**src/rtl/uart_frame_pkg.sv**
```systemverilog
// rtl/uart_frame_pkg.sv - shared types and constants for the UART frame sequencer
package uart_frame_pkg;

    typedef enum logic [2:0] {
        IDLE    = 3'd0,
        CMD     = 3'd1,
        LEN     = 3'd2,
        PAYLOAD = 3'd3,
        CHK     = 3'd4,
        HOLD    = 3'd5
    } state_t;

    typedef enum logic [2:0] {
        ERR_NONE     = 3'd0,
        ERR_PARITY   = 3'd1,
        ERR_BADLEN   = 3'd2,
        ERR_CHECKSUM = 3'd3,
        ERR_TIMEOUT  = 3'd4,
        ERR_OVERRUN  = 3'd5
    } err_code_t;

    localparam logic [7:0] CRC8_POLY         = 8'h07;
    localparam logic [7:0] DEFAULT_SYNC_BYTE = 8'hA5;

    // One byte of CRC-8, MSB-first, no reflection.
    function automatic logic [7:0] crc8_step(input logic [7:0] crc, input logic [7:0] data);
        logic [7:0] c;
        c = crc ^ data;
        for (int i = 0; i < 8; i++) begin
            c = c[7] ? ({c[6:0], 1'b0} ^ CRC8_POLY) : {c[6:0], 1'b0};
        end
        return c;
    endfunction

endpackage

```
**src/rtl/frame_chk_accum.sv**
```systemverilog
// rtl/frame_chk_accum.sv - running frame checksum; CRC-8 when UART_FRAME_CRC8_EN is defined, XOR otherwise
module frame_chk_accum
    import uart_frame_pkg::*;
(
    input  logic       i_clk,
    input  logic       i_rst_n,
    input  logic       clear_i,
    input  logic       en_i,
    input  logic [7:0] data_i,
    output logic [7:0] sum_o
);

    logic [7:0] sum_q, sum_d;

    always_comb begin
        sum_d = sum_q;
        if (clear_i) begin
            sum_d = 8'h00;
        end else if (en_i) begin
`ifdef UART_FRAME_CRC8_EN
            sum_d = crc8_step(sum_q, data_i);
`else
            sum_d = sum_q ^ data_i;
`endif
        end
    end

    always_ff @(posedge i_clk) begin
        if (!i_rst_n) begin
            sum_q <= 8'h00;
        end else begin
            sum_q <= sum_d;
        end
    end

    assign sum_o = sum_q;

endmodule

```
**src/rtl/uart_rx_frame_ctrl.sv**
```systemverilog
// rtl/uart_rx_frame_ctrl.sv - parses SYNC/CMD/LEN/PAYLOAD/CHK frames from the UART byte stream (UART_FRAME_CRC8_EN selects CRC-8 checksum)
module uart_rx_frame_ctrl
    import uart_frame_pkg::*;
#(
    parameter int         MAX_PAYLOAD    = 8,
    parameter logic [7:0] SYNC_BYTE      = DEFAULT_SYNC_BYTE,
    parameter int         TIMEOUT_CYCLES = 100_000
) (
    input  logic                               i_clk,
    input  logic                               i_rst_n,
    input  logic [7:0]                         i_rx_byte,
    input  logic                               i_rx_byte_valid,
    input  logic                               i_rx_err,
    output logic [7:0]                         o_cmd,
    output logic [$clog2(MAX_PAYLOAD+1)-1:0]   o_len,
    output logic [8*MAX_PAYLOAD-1:0]           o_payload,
    output logic                               o_frame_valid,
    input  logic                               i_frame_ready,
    output logic                               o_busy,
    output logic                               o_err_valid,
    output logic [2:0]                         o_err_code
);

    localparam int LW = $clog2(MAX_PAYLOAD + 1);
    localparam int TW = $clog2(TIMEOUT_CYCLES + 1);
    localparam logic [7:0]    MAX_B    = 8'(MAX_PAYLOAD);
    // Error fires on the idle cycle that would bring the count to TIMEOUT_CYCLES-1.
    localparam logic [TW-1:0] TMO_LAST = TW'(TIMEOUT_CYCLES - 2);

    state_t                   state_q, state_d;
    logic [7:0]               cmd_q, cmd_d;
    logic [LW-1:0]            len_q, len_d;
    logic [LW-1:0]            idx_q, idx_d;
    logic [LW-1:0]            idx_nxt;
    logic [8*MAX_PAYLOAD-1:0] payload_q, payload_d;
    logic [TW-1:0]            tmo_q, tmo_d;
    logic                     err_valid_q, err_valid_d;
    err_code_t                err_code_q, err_code_d;
    logic                     acc_clr, acc_en, byte_ok;
    logic [7:0]               acc_sum;

    frame_chk_accum u_accum (
        .i_clk   (i_clk),
        .i_rst_n (i_rst_n),
        .clear_i (acc_clr),
        .en_i    (acc_en),
        .data_i  (i_rx_byte),
        .sum_o   (acc_sum)
    );

    assign byte_ok = i_rx_byte_valid && !i_rx_err;
    assign idx_nxt = idx_q + 1'b1;

    always_comb begin
        state_d     = state_q;
        cmd_d       = cmd_q;
        len_d       = len_q;
        idx_d       = idx_q;
        payload_d   = payload_q;
        tmo_d       = tmo_q;
        err_valid_d = 1'b0;
        err_code_d  = err_code_q;
        acc_clr     = 1'b0;
        acc_en      = 1'b0;

        case (state_q)
            IDLE: begin
                tmo_d = '0;
                if (i_rx_err) begin
                    err_valid_d = 1'b1;
                    err_code_d  = ERR_PARITY;
                end else if (byte_ok && i_rx_byte == SYNC_BYTE) begin
                    state_d = CMD;
                    acc_clr = 1'b1;
                end
            end

            HOLD: begin
                tmo_d = '0;
                if (i_rx_err) begin
                    err_valid_d = 1'b1;
                    err_code_d  = ERR_PARITY;
                end
                // A byte landing with the handshake is treated as the first IDLE byte.
                if (i_frame_ready) begin
                    state_d = IDLE;
                    if (byte_ok && i_rx_byte == SYNC_BYTE) begin
                        state_d = CMD;
                        acc_clr = 1'b1;
                    end
                end else if (byte_ok) begin
                    err_valid_d = 1'b1;
                    err_code_d  = ERR_OVERRUN;
                end
            end

            default: begin
                if (i_rx_err) begin
                    err_valid_d = 1'b1;
                    err_code_d  = ERR_PARITY;
                    state_d     = IDLE;
                    tmo_d       = '0;
                end else if (i_rx_byte_valid) begin
                    tmo_d = '0;
                    case (state_q)
                        CMD: begin
                            cmd_d     = i_rx_byte;
                            payload_d = '0;
                            acc_en    = 1'b1;
                            state_d   = LEN;
                        end
                        LEN: begin
                            if (i_rx_byte > MAX_B) begin
                                err_valid_d = 1'b1;
                                err_code_d  = ERR_BADLEN;
                                state_d     = IDLE;
                            end else begin
                                len_d   = i_rx_byte[LW-1:0];
                                idx_d   = '0;
                                acc_en  = 1'b1;
                                state_d = (i_rx_byte == 8'h00) ? CHK : PAYLOAD;
                            end
                        end
                        PAYLOAD: begin
                            for (int i = 0; i < MAX_PAYLOAD; i++) begin
                                if (idx_q == LW'(i)) begin
                                    payload_d[8*i +: 8] = i_rx_byte;
                                end
                            end
                            acc_en = 1'b1;
                            idx_d  = idx_nxt;
                            if (idx_nxt == len_q) begin
                                state_d = CHK;
                            end
                        end
                        default: begin
                            if (i_rx_byte == acc_sum) begin
                                state_d = HOLD;
                            end else begin
                                err_valid_d = 1'b1;
                                err_code_d  = ERR_CHECKSUM;
                                state_d     = IDLE;
                            end
                        end
                    endcase
                end else if (tmo_q == TMO_LAST) begin
                    err_valid_d = 1'b1;
                    err_code_d  = ERR_TIMEOUT;
                    state_d     = IDLE;
                    tmo_d       = '0;
                end else begin
                    tmo_d = tmo_q + 1'b1;
                end
            end
        endcase
    end

    always_ff @(posedge i_clk) begin
        if (!i_rst_n) begin
            state_q     <= IDLE;
            cmd_q       <= 8'h00;
            len_q       <= '0;
            idx_q       <= '0;
            payload_q   <= '0;
            tmo_q       <= '0;
            err_valid_q <= 1'b0;
            err_code_q  <= ERR_NONE;
        end else begin
            state_q     <= state_d;
            cmd_q       <= cmd_d;
            len_q       <= len_d;
            idx_q       <= idx_d;
            payload_q   <= payload_d;
            tmo_q       <= tmo_d;
            err_valid_q <= err_valid_d;
            err_code_q  <= err_code_d;
        end
    end

    assign o_cmd         = cmd_q;
    assign o_len         = len_q;
    assign o_payload     = payload_q;
    assign o_frame_valid = (state_q == HOLD);
    assign o_busy        = (state_q != IDLE);
    assign o_err_valid   = err_valid_q;
    assign o_err_code    = err_code_q;

endmodule

```
**config.mk**
```make
export PLATFORM = sky130hd
export DESIGN_NAME = uart_rx_frame_ctrl
export DESIGN_NICKNAME = d
export VERILOG_FILES = /design/src/rtl/uart_frame_pkg.sv /design/src/rtl/frame_chk_accum.sv /design/src/rtl/uart_rx_frame_ctrl.sv
export SDC_FILE = /design/constraint.sdc
export NUM_CORES = 1
export LEC_CHECK = 0
export ABC_CLOCK_PERIOD_IN_PS = 5900
export CORE_UTILIZATION = 30
export DETAILED_ROUTE_END_ITERATION = 7
export PLACE_DENSITY_LB_ADDON = 0.2
export REMOVE_ABC_BUFFERS = 1
export SYNTH_ARGS = -nofsm -noshare
export SYNTH_HDL_FRONTEND = slang
export SYNTH_SLANG_ARGS = --single-unit
```
**constraint.sdc**
```tcl
create_clock -name i_clk -period 5.9 [get_ports i_clk]
set_clock_uncertainty 0.2 [all_clocks]
set_input_delay 1.18 -clock i_clk [delete_from_list [all_inputs] [get_ports i_clk]]
set_output_delay 1.18 -clock i_clk [all_outputs]
set_load 0.005 [all_outputs]
```
==> summary.txt <==
Final layout
  – # nets final: 622
  – # fillers: 1583
  – Ant. Diodes: 0
  – Final core occ: 0.3933
  – Register area: 2242 sq um
  – Multi-input gate area: 2545 sq um
  – Layout cells sized above 1: 0.06425
  – Area grow syn2layout: 27.00%

Synth
  – Synth area leader: dfxtp_1
  – Syn Area/Cell: 9.329 sq um
  – Largest cells by area after synthesis: dfxtp_1 (45%), mux2i_1 (14%), nor2_1 (8.1%)
  – Ys async rst share: 0
  – Sequential area share after synthesis: 0.4509
  – Synthesized cell area: 4972 sq um
  – Post-Synthesis Cells: 533
  – Prevailing post-synth register cell: dfxtp_1
  – Yosys reg bits: 112
  – Post-synth EDFFs: 0
  – Synth warn: 0
  – Netlist cell types: 61
  – Area share of the largest cell type after synthesis: 0.4509

STA
  – Final Setup Violations: 0
  – Setup TNS: 0 ns
  – Max-slew violations: 0
  – Post-route setup slack: 2.151 ns
  – Worst-margin pin slew: 0.9113 ns
  – Final Hold Fails: 0
  – Period utilisation layout: 0.6355
  – WHS: 0.2609 ns
  – RSZ-0062 raised after global routing: no
  – Relative slew slack: 0.3924
  – Post-layout min period: 3.749 ns
  – Max Fclk: 266.7 MHz

Placed design
  – RePlAce Congestion: 0.8394
  – Number of buffers added on ports: 94
  – Dpl ws: 1.757 ns
  – Post-DP HPWL: 8863 um

Floorplanning
  – Core Area: 16060 sq um
  – Starting Density: 0.3096
  – I/O pin count: 95
  – Die Width: 130.7 um
  – Rows: 46
  – Die area: 17090 sq um
  – Die Ht: 130.7 um

Worst setup path
  – CP max-delay cell: clkdlybuf4s50_1
  – CP cell instances: clkdlybuf4s50_1 -> nor3b_2 -> and2_1 -> a21o_1 -> mux2i_1 -> nor2_1
  – CP Launch Type: input pin
  – Worst Setup End Kind: flip-flop
  – CP top delay family: simple AND/OR/NAND/NOR gates
  – Critical path arrival: 3.76 ns
  – CP required: 5.91 ns
  – Worst path bufs/invs: 1
  – WS Path Type: input pin to flip-flop
  – Critical Path Fanout Max: 15
  – Worst path max stage delay: 0.72 ns

CTS
  – CTS resizes: 0
  – H-tree levels: 3
  – Root Buffer: clkbuf_16
  – Num CTS Buffers: 9
  – CTS Buffer Depth: 2
  – Worst-skew pair later-pin latency: 0.35 ns
  – # Post-CTS Setup Buffers: 0
  – CTS tree: yes
  – CTS clock-pin slew for the worst setup and hold paths: 0.07 ns
  – Cts hold-fix bufs: 0
  – Clk sinks: 112

GRT
  – Tot GR Track Use: 0.1541
  – Initial antenna violation count: 0
  – Total grt overflow: 0
  – Largest net degree at the start of global routing: 85
  – Global-route wire length before repair: 19860 um
  – Vias in the first global route: 3773

Drt
  – Total number of vias: 3898
  – Via density: 4.736
  – Routed Antenna Nets: 0
  – WL final: 12680 um
  – Wire length per cell: 15.41 um
  – DRC viols: 0
  – First-pass DRT Iterations: 4
  – 1st-iter DRT viols: 159

Power
  – Leakage dissipation: 2.403 nW
  – Total Power: 0.001662 W
  – Pwr Density: 263.2 nW/um^2
  – Maximum VDD drop: 0.0001492 V

Status
  – Outcome: completed

Hold path
  – Min-Delay Path Class: flip-flop to flip-flop

Flow run
  – Max_cap viols: 0
## metrics by stage
step / cells / instance area (sq um)
2_1_floorplan: 497 / 4825
5_1_grt: 823 / 6315
3_5_place_dp: 808 / 6043
3_3_place_gp: 808 / 6043
4_1_cts: 823 / 6315
6_report: 823 / 6315
## logic make-up (layout without fill, tap and decap cells)
kind of cell,after synthesis,count (layout),synth area share
and+or+nand+nor,212,212,0.2121
DFF,112,112,0.4509
muxes,68,68,0.1369
AOI/OAI and AO/OA,52,52,0.08254
buffers and inverters,46,120,0.03724
xor gates and xnor gates,37,37,0.06517
adders and majority gates,6,6,0.01510
## cells in the mapped netlist, types with 4 or more instances
| library cell | instances |
|---|---|
| mux2i_1 | 68 |
| xnor2_1 | 20 |
| o21ai_0 | 5 |
| nand4_1 | 7 |
| nand2_1 | 42 |
| a21o_1 | 5 |
| dfxtp_1 | 112 |
| buf_2 | 10 |
| inv_1 | 10 |
| nand3_1 | 7 |
| xor2_1 | 17 |
| clkbuf_1 | 25 |
| and3_1 | 11 |
| nor2_1 | 107 |
| ha_1 | 6 |
| nor4_1 | 4 |
| a21oi_1 | 16 |
## worst reg2reg max path, delay by kind of cell, from the launching register on
kind / cells / cell delay [ns]
flip-flops: 1 / 0.60
AND/OR/NAND/NOR: 5 / 2.20
## placed cells by master (no fill, tap or decap), drive strengths merged, types with 6 or more instances in the layout
cell / n
mux2i: 68
clkbuf: 10
ha: 6
nor2: 107
nor4: 6
inv: 11
xor2: 17
nand3: 7
xnor2: 20
and3: 11
nand4: 7
a21oi: 21
clkdlybuf4s50: 94
nand2: 42
dfxtp: 112
## layout make-up
class	count	area share
clock inverter	5	0.005152
sequential	112	0.3551
tap	216	0.04280
timing repair buffer	95	0.1502
multi-input combinational	375	0.4030
clock buffer	10	0.03784
inverter	10	0.005944
## routing by layer
metal	global-route usage	up-vias	wire, um
li1	-	1938	-
met2	0.2568	80	6026
met1	0.1943	1869	5866
met3	0.04194	11	641
met4	0.04530	0	149
met5	0	-	0
## final timing paths
kind / slack, ns / endpoint / depth (start not counted) / startpoint
max: 2.15 / o_payload[17]$_SDFFE_PN0P_ / 6 / i_rx_byte_valid
min reg2reg: 0.26 / o_cmd[5]$_SDFFE_PN0P_ / 2 / o_cmd[5]$_SDFFE_PN0P_
min: 0.26 / o_cmd[5]$_SDFFE_PN0P_ / 2 / o_cmd[5]$_SDFFE_PN0P_
max reg2reg: 2.83 / tmo_q[14]$_SDFF_PP0_ / 5 / state_q[0]$_SDFFE_PN0P_
## sequential cells by signal, indices dropped and copies added (netlist names)
signal and flops:
o_payload 64, u_accum.sum_o 8, o_cmd 8, state_q 3
o_len 4, idx_q 4, tmo_q 17, o_err_valid 1
o_err_code 3
## power breakdown
group	total [W]	switching, W	internal (W)
Sequential	0.000803	0.0000292	0.000774
Clock	0.000574	0.000278	0.000296
Combinational	0.000286	0.000157	0.000129
Total	0.00166	0.000464	0.00120
(Power assumes the default switching activity.)
